`src/rtl/cf_input_deser.sv`:
```
// Serial-to-parallel feeder for the cf stage: collects a framed bit stream into a
// registered NBITS-wide vector and holds it under valid/ready. Optional parity: CF_DESER_PARITY_EN.
module cf_input_deser #(
    parameter int NBITS = 9
) (
    input  logic             clk,
    input  logic             rst,
    input  logic             sin_valid,
    input  logic             sin_data,
    input  logic             sin_start,
    output logic             sin_ready,
    output logic [NBITS-1:0] vec_out,
    output logic             vec_valid,
    input  logic             vec_ready,
    output logic             frame_err,
    output logic [4:0]       bit_cnt,
    output logic [1:0]       dbg_state
);

    // Handshakes: a transfer happens on a rising edge where valid and ready are both 1;
    // the producer holds its data and valid until that edge, ready never waits on valid.

    typedef enum logic [1:0] {
        S_IDLE  = 2'd0,
        S_SHIFT = 2'd1,
        S_HOLD  = 2'd2
    } state_t;

    state_t           r_state;
    state_t           w_state_nxt;
    logic [4:0]       r_bit_cnt;
    logic [4:0]       w_cnt_nxt;
    logic [4:0]       w_wr_idx;
    logic [NBITS-1:0] r_vec;
    logic             r_frame_err;
    logic             w_err;
    logic             w_wr;
    logic             w_accept;
    logic             w_sin_ready;
    logic             w_vec_valid;
`ifdef CF_DESER_PARITY_EN
    logic             w_par_ok;
`endif

    assign w_accept = sin_valid & w_sin_ready;
`ifdef CF_DESER_PARITY_EN
    // Even parity: the trailing bit makes the total count of ones even.
    assign w_par_ok = ~((^r_vec) ^ sin_data);
`endif

    always_ff @(posedge clk) begin
        if (rst) begin
            r_state <= S_IDLE;
        end else begin
            r_state <= w_state_nxt;
        end
    end

    always_comb begin
        w_state_nxt = r_state;
        w_cnt_nxt   = r_bit_cnt;
        w_err       = 1'b0;
        w_wr        = 1'b0;
        w_wr_idx    = r_bit_cnt;
        case (r_state)
            S_IDLE: begin
                if (w_accept) begin
                    if (sin_start) begin
                        w_wr        = 1'b1;
                        w_wr_idx    = 5'd0;
                        w_cnt_nxt   = 5'd1;
                        w_state_nxt = S_SHIFT;
                    end else begin
                        w_err = 1'b1;
                    end
                end
            end
            S_SHIFT: begin
                if (w_accept) begin
                    if (sin_start) begin
                        // Restart mid-frame: the new start bit begins a fresh frame.
                        w_err     = 1'b1;
                        w_wr      = 1'b1;
                        w_wr_idx  = 5'd0;
                        w_cnt_nxt = 5'd1;
`ifdef CF_DESER_PARITY_EN
                    end else if (r_bit_cnt == 5'(NBITS)) begin
                        if (w_par_ok) begin
                            w_cnt_nxt   = r_bit_cnt + 5'd1;
                            w_state_nxt = S_HOLD;
                        end else begin
                            w_err       = 1'b1;
                            w_cnt_nxt   = 5'd0;
                            w_state_nxt = S_IDLE;
                        end
                    end else begin
                        w_wr      = 1'b1;
                        w_cnt_nxt = r_bit_cnt + 5'd1;
                    end
`else
                    end else begin
                        w_wr      = 1'b1;
                        w_cnt_nxt = r_bit_cnt + 5'd1;
                        if (r_bit_cnt == 5'(NBITS - 1)) begin
                            w_state_nxt = S_HOLD;
                        end
                    end
`endif
                end
            end
            S_HOLD: begin
                if (vec_ready) begin
                    w_cnt_nxt   = 5'd0;
                    w_state_nxt = S_IDLE;
                end
            end
            default: begin
                w_cnt_nxt   = 5'd0;
                w_state_nxt = S_IDLE;
            end
        endcase
    end

    always_comb begin
        w_sin_ready = 1'b1;
        w_vec_valid = 1'b0;
        if (r_state == S_HOLD) begin
            w_sin_ready = 1'b0;
            w_vec_valid = 1'b1;
        end
    end

    always_ff @(posedge clk) begin
        if (rst) begin
            r_vec       <= '0;
            r_bit_cnt   <= 5'd0;
            r_frame_err <= 1'b0;
        end else begin
            r_bit_cnt   <= w_cnt_nxt;
            r_frame_err <= w_err;
            for (int k = 0; k < NBITS; k++) begin
                if (w_wr && (w_wr_idx == 5'(k))) begin
                    r_vec[k] <= sin_data;
                end
            end
        end
    end

    assign sin_ready = w_sin_ready;
    assign vec_valid = w_vec_valid;
    assign vec_out   = r_vec;
    assign frame_err = r_frame_err;
    assign bit_cnt   = r_bit_cnt;
    assign dbg_state = r_state;

endmodule

```
`config.mk`:
```
export PLATFORM = sky130hd
export DESIGN_NAME = cf_input_deser
export DESIGN_NICKNAME = d
export VERILOG_FILES = /design/src/rtl/cf_input_deser.sv
export SDC_FILE = /design/constraint.sdc
export NUM_CORES = 1
export LEC_CHECK = 0
export ABC_CLOCK_PERIOD_IN_PS = 1600
export CORE_AREA = 2 2 48 50
export CTS_BUF_LIST = sky130_fd_sc_hd__clkbuf_16
export CTS_CLUSTER_SIZE = 30
export DETAILED_ROUTE_END_ITERATION = 16
export DIE_AREA = 0 0 50 52
export PLACE_DENSITY = 0.76
export SLEW_MARGIN = 20
export SYNTH_ARGS = -nofsm -noshare
export SYNTH_HDL_FRONTEND = slang
export SYNTH_SLANG_ARGS = --single-unit
```
`constraint.sdc`:
```
create_clock -name clk -period 1.6 [get_ports clk]
set_clock_uncertainty 0.15 [all_clocks]
set_input_delay 0.48 -clock clk [delete_from_list [all_inputs] [get_ports clk]]
set_output_delay 0.48 -clock clk [all_outputs]
set_load 0.02 [all_outputs]
```
==> impl_results.md <==
- Type of the most critical hold path: flip-flop to flip-flop
- CP Data Arrival Time: 0.99 ns
- Num rows: 17
- Status: finished, violations left
- Max Freq: 616 MHz
- Largest net degree at the start of global routing: 13
- Syn_nets: 111
- IO Pins: 25
- Register Area: 342 µm²
- CP endpoint kind: output pin
- Fillers: about 180
- Avg Cell Area, Syn: 9.20 µm²
- PwrDens: 769 nW/µm²
- Total Power: about 1100 µW
- Number of diodes: 0
- Post-CTS setup buffer count: 0
- Vias in the first global route: 914
- CTS Sinks: 17
- Initial antenna violation count: 0
- Distinct cells, synth: 38
- Final setup vio count: 2
- Yosys reg bits: 17
- WHS: 0.313 ns
- Die area: ~2600 µm²
- Hpwl dp: ~1.7 mm
- Net count, final: 150
- CP startpoint kind: flip-flop
- GPL Wtd Cong: 0.888
- Hold Vio Cnt, Final: 0
- Mapped cell area: about 950 µm²
- Effective utilization at floorplan: 0.450
- Routed WL: 2.34 mm
- WL per Instance: 13.9 µm
- Slew Viols, Final: 0
- Post-Syn Instances: 103
- Count leader, synth: dfxtp_1
- Synth area leaders: dfxtp_1 36%, mux2i_1 9.5%, nand2_1 4.4%
- Unrepaired setup endpoints after global routing: yes
- Synth warn: 0
- Max_slew headroom: 0.754
- Final Worst Setup Slack: -0.0226 ns
- Peak supply drop: 0.978 mV
- Via-per-instance ratio: 5.41
- Core Region: 2110 µm²
- DRT antenna net count: 0
- Failing checks: negative setup slack
- Longest Clk Path Bufs: 2
- Crit path time final: about 1.6 ns
- Total vias in the final route: 914
- Least-Margin Pin Slew: 0.369 ns
- Yosys top cell area share: 0.359
- Post-layout util: 0.657
- Die Y: between 50 and 60 µm
- CTS tree: done
- Largest area contributor in the netlist: dfxtp_1
- Synth cell count leaders: 17 x dfxtp_1, 11 x nand2_1, 9 x mux2i_1
- Share of cells above drive strength 1: 0.277
- Dpl ws: -0.460 ns
- # port buffers: 24
- Starting DRT DRC Count: 28
- Overflow after GRT: 0
- Final worst-path cycle share: 1.01
- Dominant synthesized flop cell: dfxtp_1
- DR pass1 iterations: 4
- Placed Instances: roughly 170
- Ys async rst share: 0
- Clock root cell: clkbuf_16
- First-pass GRT wire length: around 4.1 mm
- WP data required: 0.97 ns
- Seq/Total Area, Yosys: 0.359
- Leakage: 0.000672 µW
- Worst-path clk slew: 0.05 ns
- Crit Path Class: flip-flop to output pin
- Multi-input logic area: 562 µm²
- Post-synth EDFFs: 0
- Layout Cells excl Fill: about 170
- H-tree depth: 1
- Clk_lat worst skew: 0.25 ns
- DRC: 0
- Max-cap violation count: 0
- Tot GR Track Use: 0.201
- Area Growth Syn to Fin: 46.0%
- DIE WIDTH: 50 µm
- Largest fanout on the critical path: 2
- Num CTS Buffers: 3
[through the flow]
step / cell area, µm² / setup TNS [ns]
5_1_grt: 1380 / -0.136
3_5_place_dp: 1310 / -7.38
2_1_floorplan: 958 / 0
4_1_cts: 1370 / -0.0498
3_3_place_gp: 1310 / -7.13
6_report: 1380 / -0.0416
[state kept, by name, summed over array words and instances, names as in the netlist]
name / cells
bit_cnt: 5
dbg_state: 2
frame_err: 1
vec_out: 9
[critical path: stages, from the launching register on]
cell	delay (ns)
dfxtp_2	0.32
or2b_4	0.27
buf_4	0.16
[worst paths after layout]
kind / start / end / slack (ns) / cells past startpoint
max reg2reg: bit_cnt[2] / dbg_state[0] / 0.17 / 4
min reg2reg: vec_out[5] / vec_out[5] / 0.31 / 2
min: vec_out[5] / vec_out[5] / 0.31 / 2
max: dbg_state[1] / sin_ready / -0.02 / 2
[metal layers]
layer | wire [µm] | share of wire | track usage
met1 | 1070 | 0.46 | 0.264
met2 | 1110 | 0.47 | 0.322
met3 | 124 | 0.053 | 0.0402
met4 | 31 | 0.013 | 0.0787
met5 | 0 | 0 | 0
[layout make-up]
| cell class | instances | share of cell area |
|---|---|---|
| sequential | 17 | 0.247 |
| inverter | 7 | 0.0190 |
| clock inverter | 1 | 0.00362 |
| timing repair buffer | 41 | 0.244 |
| clock buffer | 3 | 0.0543 |
| multi-input combinational | 72 | 0.406 |
| tap | 28 | 0.0253 |
[placed cells by master, fill, tap and decap left out, types with 2 or more instances in the layout]
cell	Yosys	layout
dlygate4sd2_1	0	18
buf_4	1	17
dfxtp_1	17	16
nand2_1	11	11
mux2i_1	9	9
nand3_1	8	8
inv_1	7	6
nand4_1	4	4
o2111ai_1	4	3
nand3b_1	3	3
clkbuf_16	0	3
a21oi_1	2	2
nor4b_4	1	2
and3_1	2	2
o311ai_1	2	2
nor3_1	2	2
nor2b_1	2	2
ha_1	2	2
clkdlybuf4s50_1	0	2
buf_2	2	2
buf_6	1	2
[kinds of logic (layout without fill, tap and decap cells)]
| family | after synthesis | in the layout | share of synthesized area |
|---|---|---|---|
| compound gates | 15 | 15 | 0.120 |
| xor+xnor | 1 | 1 | 0.00925 |
| fa+ha+maj | 2 | 2 | 0.0264 |
| buf+inv | 14 | 52 | 0.0740 |
| flops | 17 | 17 | 0.359 |
| mux | 9 | 9 | 0.0951 |
| simple gates | 45 | 45 | 0.316 |
[timing repair]
action | CTS | global route
hold buffers | 0 | 0
gates cloned | 0 | 0
endpoints found under the setup margin | 35 | 13
pin swaps | 1 | 0
gates resized for setup | 39 | 4
[report_power, final]
| group | internal, µW | switching (µW) |
|---|---|---|
| combinational | 55.6 | 71.9 |
| sequential | 432 | 3.56 |
| clock | 334 | 167 |
| total | 822 | 242 |
Note: power is estimated with default switching activity, not from simulation.
